$ cat config.mk
export PLATFORM = sky130hd
export DESIGN_NAME = control_unit
export DESIGN_NICKNAME = d
export VERILOG_FILES = /design/src/rtl/control_unit_pkg.sv /design/src/rtl/control_unit_mem_wait_timer.sv /design/src/rtl/control_unit.sv
export SDC_FILE = /design/constraint.sdc
export NUM_CORES = 1
export LEC_CHECK = 0
export CAP_MARGIN = 10
export CORE_MARGIN = 2
export CORE_UTILIZATION = 50
export CTS_CLUSTER_DIAMETER = 40
export DETAILED_ROUTE_END_ITERATION = 12
export GPL_TIMING_DRIVEN = 0
export PLACE_DENSITY = 0.88
export SYNTH_ARGS = -nofsm -noshare
export SYNTH_HDL_FRONTEND = slang
export SYNTH_SLANG_ARGS = --single-unit
$ cat constraint.sdc
create_clock -name clock -period 4 [get_ports clock]
set_clock_uncertainty 0.15 [all_clocks]
set_input_delay 1.2 -clock clock [delete_from_list [all_inputs] [get_ports clock]]
set_output_delay 1.2 -clock clock [all_outputs]
set_load 0.02 [all_outputs]
$ cat src/rtl/control_unit_pkg.sv
// Shared definitions for the adding-machine control unit: opcodes, the halt
// address, FSM state encoding and the DataPath strobe bundle.
package control_unit_pkg;

  localparam logic [1:0] OP_LDA = 2'b00;
  localparam logic [1:0] OP_ADD = 2'b01;
  localparam logic [1:0] OP_STA = 2'b10;
  localparam logic [1:0] OP_JMP = 2'b11;

  localparam logic [5:0] HLT_ADR = 6'h3F;

  typedef enum logic [3:0] {
    S_IDLE,
    S_FETCH,
    S_DECODE,
    S_EX_LDA,
    S_EX_ADD,
    S_EX_STA,
    S_EX_JMP,
    S_HALT,
    S_ERROR
  } state_t;

  typedef struct packed {
    logic mem_rd;
    logic mem_wr;
    logic load_IR;
    logic load_acc;
    logic sel_alu;
    logic sel_bus;
    logic pass_add;
    logic div_pass;
    logic ld_pc;
    logic clr_pc;
    logic inc_pc;
    logic ir_on_adr;
    logic pc_on_adr;
  } strobes_t;

  // States that hold a memory request open and are guarded by the wait timer.
  function automatic logic is_mem_wait(input state_t s);
    return (s == S_FETCH) || (s == S_EX_LDA) || (s == S_EX_STA);
  endfunction

endpackage

$ cat src/rtl/control_unit_mem_wait_timer.sv
// Memory-handshake watchdog: counts stalled cycles in a wait state and flags
// when the budget of MEM_TIMEOUT cycles has been used up.
module control_unit_mem_wait_timer #(
  parameter int MEM_TIMEOUT = 16
) (
  input  logic clock,
  input  logic reset,
  input  logic i_clear,
  input  logic i_count_en,
  output logic o_expired
);

  localparam int CW = (MEM_TIMEOUT > 1) ? $clog2(MEM_TIMEOUT) : 1;

  logic [CW-1:0] r_wait_cnt;

  // NOTE: sequential state is assigned with <= so every flop samples pre-edge values.
  always_ff @(posedge clock) begin
    if (reset || i_clear) begin
      r_wait_cnt <= '0;
    end else if (i_count_en && !o_expired) begin
      r_wait_cnt <= r_wait_cnt + 1'b1;
    end
  end

  assign o_expired = (r_wait_cnt == CW'(MEM_TIMEOUT - 1));

endmodule

$ cat src/rtl/control_unit.sv
// Sequencing FSM for the adding machine: fetches, decodes and executes
// LDA/ADD/STA/JMP/HLT and drives every DataPath control strobe.
module control_unit
  import control_unit_pkg::*;
#(
  parameter int MEM_TIMEOUT = 16,
  parameter int CNT_W       = 16
) (
  input  logic             clock,
  input  logic             reset,
  input  logic             start,
  input  logic [1:0]       opcode,
  input  logic [5:0]       ir_adr,
  input  logic             mem_ready,
  output logic             mem_rd,
  output logic             mem_wr,
  output logic             load_IR,
  output logic             load_acc,
  output logic             sel_alu,
  output logic             sel_bus,
  output logic             pass_add,
  output logic             div_pass,
  output logic             ld_pc,
  output logic             clr_pc,
  output logic             inc_pc,
  output logic             ir_on_adr,
  output logic             pc_on_adr,
  output logic             busy,
  output logic             halted,
  output logic             error,
  output logic [CNT_W-1:0] instr_count
);

  state_t           r_state;
  state_t           w_next;
  strobes_t         w_strb;
  logic             w_retire;
  logic             w_in_wait;
  logic             w_expired;
  logic [CNT_W-1:0] r_instr_count;

  assign w_in_wait = is_mem_wait(r_state);

  // Any completion leaves the wait state, so mem_ready doubles as the clear.
  control_unit_mem_wait_timer #(
    .MEM_TIMEOUT(MEM_TIMEOUT)
  ) u_wait_timer (
    .clock     (clock),
    .reset     (reset),
    .i_clear   (!w_in_wait || mem_ready),
    .i_count_en(w_in_wait && !mem_ready),
    .o_expired (w_expired)
  );

  always_ff @(posedge clock) begin
    if (reset) begin
      r_state <= S_IDLE;
    end else begin
      r_state <= w_next;
    end
  end

  // NOTE: every always_comb output gets a default first so no path can infer a latch.
  always_comb begin
    w_next   = r_state;
    w_strb   = '0;
    w_retire = 1'b0;

    case (r_state)
      S_IDLE: begin
        w_strb.clr_pc = 1'b1;
        if (start) w_next = S_FETCH;
      end

      S_FETCH: begin
        w_strb.pc_on_adr = 1'b1;
        w_strb.mem_rd    = 1'b1;
        if (mem_ready) begin
          w_strb.sel_bus = 1'b1;
          w_strb.load_IR = 1'b1;
          w_strb.inc_pc  = 1'b1;
          w_next         = S_DECODE;
        end else if (w_expired) begin
          w_next = S_ERROR;
        end
      end

      S_DECODE: begin
        case (opcode)
          OP_LDA: w_next = S_EX_LDA;
          OP_ADD: w_next = S_EX_ADD;
          OP_STA: w_next = S_EX_STA;
          default: begin
            if (ir_adr == HLT_ADR) begin
              w_next   = S_HALT;
              w_retire = 1'b1;
            end else begin
              w_next = S_EX_JMP;
            end
          end
        endcase
      end

      S_EX_LDA: begin
        w_strb.ir_on_adr = 1'b1;
        w_strb.mem_rd    = 1'b1;
        if (mem_ready) begin
          w_strb.sel_bus  = 1'b1;
          w_strb.load_acc = 1'b1;
          w_retire        = 1'b1;
          w_next          = S_FETCH;
        end else if (w_expired) begin
          w_next = S_ERROR;
        end
      end

      S_EX_ADD: begin
        w_strb.sel_alu  = 1'b1;
        w_strb.pass_add = 1'b1;
        w_strb.load_acc = 1'b1;
        w_retire        = 1'b1;
        w_next          = S_FETCH;
      end

      S_EX_STA: begin
        // ALU passes the accumulator through onto Data_bus_out.
        w_strb.ir_on_adr = 1'b1;
        w_strb.mem_wr    = 1'b1;
        w_strb.sel_alu   = 1'b1;
        w_strb.div_pass  = 1'b1;
        if (mem_ready) begin
          w_retire = 1'b1;
          w_next   = S_FETCH;
        end else if (w_expired) begin
          w_next = S_ERROR;
        end
      end

      S_EX_JMP: begin
        w_strb.ld_pc = 1'b1;
        w_retire     = 1'b1;
        w_next       = S_FETCH;
      end

      S_HALT:  w_next = S_HALT;
      S_ERROR: w_next = S_ERROR;

      default: w_next = S_IDLE;
    endcase
  end

  always_ff @(posedge clock) begin
    if (reset) begin
      r_instr_count <= '0;
    end else if (w_retire && (r_instr_count != {CNT_W{1'b1}})) begin
      r_instr_count <= r_instr_count + 1'b1;
    end
  end

  // Requests fall in the reset cycle itself rather than one edge later.
  assign mem_rd    = w_strb.mem_rd & ~reset;
  assign mem_wr    = w_strb.mem_wr & ~reset;
  assign load_IR   = w_strb.load_IR;
  assign load_acc  = w_strb.load_acc;
  assign sel_alu   = w_strb.sel_alu;
  assign sel_bus   = w_strb.sel_bus;
  assign pass_add  = w_strb.pass_add;
  assign div_pass  = w_strb.div_pass;
  assign ld_pc     = w_strb.ld_pc;
  assign clr_pc    = w_strb.clr_pc;
  assign inc_pc    = w_strb.inc_pc;
  assign ir_on_adr = w_strb.ir_on_adr;
  assign pc_on_adr = w_strb.pc_on_adr;

  assign busy        = (r_state != S_IDLE) && (r_state != S_HALT) && (r_state != S_ERROR);
  assign halted      = (r_state == S_HALT);
  assign error       = (r_state == S_ERROR);
  assign instr_count = r_instr_count;

endmodule

==> results.toml <==
[synth]
synth_edf_count = 0
synth_xor_xnor_area_share_pct = 1.86
synth_warnings = 0
postSynthAreaPerCell_um2 = 7.91
syn-instance-count = 179
post-synth-top-count-cell = "sky130_fd_sc_hd__dfxtp_1"
ys_types = 39
synth_top_area_cell = "sky130_fd_sc_hd__dfxtp_1"
yosys.area_share.simple_pct = 33.0
synth_compound_area_share_pct = 18.6
yosys_most_used_dff = "sky130_fd_sc_hd__dfxtp_1"
synthesis.area_mm2 = 0.00142
synth_top_area_share_pct = 33.9
post_synth_fa_ha_maj_area_fraction_pct = 5.30
ys_top_cells_by_count = "24 x sky130_fd_sc_hd__dfxtp_1, 20 x sky130_fd_sc_hd__nor2_1, 15 x sky130_fd_sc_hd__a21oi_1"
asyncSetResetFlopFracSynth_pct = 0
synth_seq_area_share_pct = 33.9
dominant_combinational_cell_family_by_area_after_synthesis = "simple AND/OR/NAND/NOR gates"
postSynthNetCount = 197
yosys_register_bits = 24
synth_top_cells_by_area = "sky130_fd_sc_hd__dfxtp_1 34%, sky130_fd_sc_hd__a21oi_1 5.3%, sky130_fd_sc_hd__ha_1 5.3%"
synthMuxAreaShare_pct = 2.92

[route]
detail_route.iter0.violations = 68
drc_errors = 0
drt-pass1-iter-count = 6
vias_per_cell = 5.97
route.detailed.wl_per_inst_um = 13.7
wl_um = 3520
vias = 1528
postRouteAntennaNets = 0

[clocking]
worst_setup_hold_path_clk_slew_ps = 150
cts_setup_buffers = 0
cts-root-to-sink-buffers = 2
clk_sink_count = 24
clockRootBuffer = "sky130_fd_sc_hd__clkbuf_4"
tritoncts.num_buffers = 3
clock_insertion_delay_worst_skew_ps = 320
cts_tree = "done"
htreeDepth = 1

[power_and_ir_drop]
leakagePower_nw = 0.743
power.density_mw_per_mm2 = 258
totalPowerFinal_mw = 0.501
vdd_ir_drop_max_v = 0.000298

[grt]
grt_max_degree = 15
gr-usage-all-layers_pct = 21.0
antenna_found_initial = 0
grt_first_pass_wirelength_um = 5440
globalRouteOverflowTotal = 0
number_of_global_route_vias_before_repair = 1219

[floorplanning]
floorplan.rows = 19
die_h_um = 57.2
die_w_um = 57.2
initial_core_util_pct = 51.8
core-area_mm2 = 0.00273
ios = 44
dieArea_mm2 = 0.00327

[worst_hold_path]
worstHoldPathType = "flip-flop to flip-flop"
min_from = "instr_count[14]"

[sta]
worst_margin_pin_slew_ps = 570
worst_slack_ps = 205
timing.fmax_mhz = 263
setup_viol = 0
final_max_slew_viol_count = 0
maxSlewHeadroom_pct = 61.6
min_period_ps = 3800
hold-worst-slack_ps = 366
final_count_of_hold_timing_violations = 0
setup_tns_ps = 0
setup_repair_after_global_routing_missed_its_margin = "false"
timing.final.crit_share_pct = 94.9

[worst_setup_path]
critical-path-slowest-cell = "sky130_fd_sc_hd__clkdlybuf4s50_1"
critPathArrivalTime_ps = 2450
r2r-start = "instr_count[6]"
critPathMaxFanout = 12
critical_path.startpoint = "reset"
worst_path_dominant_cell_family = "buffers and inverters"
critPathBufInv = 2
start_kind = "input port"
endpoint_kind = "primary output"
critPathMaxStageDelay_ps = 530
worst-setup-path-type = "input port to primary output"
worst-endpoint-required_ps = 2650
critical_path_cell_sequence = "dlygate4sd2_1 -> and3b_1 -> clkdlybuf4s50_1"

[finish]
nNetsFinal = 244
layout.filler_cells = 229
area_delta_synth_final_pct = 37.3
antenna_cells = 0
drive_gt1_share_pct = 5.78

[placement]
dp.final_hpwl_um = 2560
post-place-ws_ps = -422
place.port_buffers = 43
globalplace.congestion = 0.920

[job]
drv_cap = 0

[outcome]
run_status = "completed"
[path summary, 6_finish.rpt]
path	end	slack [ps]	cells past startpoint
setup / recovery	mem_wr	200	3
hold / removal	instr_count[14]	370	2
setup reg to reg	instr_count[1]	1390	7
hold reg to reg	instr_count[14]	370	2
[cells by family after synthesis]
kind of cell,Yosys count
buf+inv,15
simple gates,86
mux,4
fa+ha+maj,6
xor+xnor,3
compound gates,41
flops,24
[final cells by class]
cell class	instances	area, µm²	share of cell area [%]
Buffer	9	40.0	2.06
Clock buffer	3	22.5	1.16
Clock inverter	1	30.0	1.54
Inverter	5	18.8	0.965
Multi-Input combinational cell	140	888	45.7
Sequential cell	24	480	24.7
Tap cell	31	38.8	1.99
Timing Repair Buffer	43	425	21.9
[tightest hold or removal path, delay by kind of cell (launching register included)]
family	cells	cell delay, ps
DFF	1	360
AOI/OAI and AO/OA	2	140
[power by group]
| part | internal, mW | leakage (nW) | switching (mW) |
|---|---|---|---|
| Sequential | 0.242 | 0.194 | 0.00277 |
| Clock | 0.101 | 0.0279 | 0.0749 |
| Combinational | 0.0362 | 0.521 | 0.0440 |
| Total | 0.379 | 0.743 | 0.122 |
[metal layers]
| metal | wire, µm | track usage (%) | part of all wire [%] | up-vias |
|---|---|---|---|---|
| li1 | - | - | - | 747 |
| met1 | 1550 | 28.4 | 44 | 712 |
| met2 | 1650 | 33.2 | 47 | 67 |
| met3 | 291 | 4.99 | 8.3 | 2 |
| met4 | 27 | 6.64 | 0.77 | 0 |
| met5 | 0 | 0 | 0 | - |
[sequential cells by signal, indices dropped and copies added, names as in the netlist]
register                 cells
u_wait_timer.r_wait_cnt      4
r_state                      4
instr_count                 16
[per-stage QoR]
stage	std cells	util [%]	instance area [µm²]
floorplan	179	-	1420
global placement	253	69.0	1890
detailed placement	253	69.0	1890
CTS	256	71.0	1940
global route	256	71.1	1940
finish	256	71.1	1940
[timing repair]
item | in CTS | in global routing
gates resized for setup | 8 | 1
hold endpoints to repair | 0 | 0
setup endpoints to repair | 6 | 2
hold buffers | 0 | 0
[layout by cell type, fill, tap and decap left out, drive strengths merged, types with 2 or more instances in the layout]
cell	count
nand2b	2
a211o	2
buf	3
nor2	20
or4	3
a211oi	3
nor4	3
and2	2
dfxtp	24
dlygate4sd2	6
o21ai	11
a21oi	15
ha	6
mux2i	3
nand4	4
a31oi	2
o31ai	4
nor3	7
or3	12
clkbuf	9
o21bai	2
xnor2	2
clkdlybuf4s50	36
nor3b	2
nand3	9
and3	4
inv	5
nand2	11
Power figures use the tool's default switching activity.
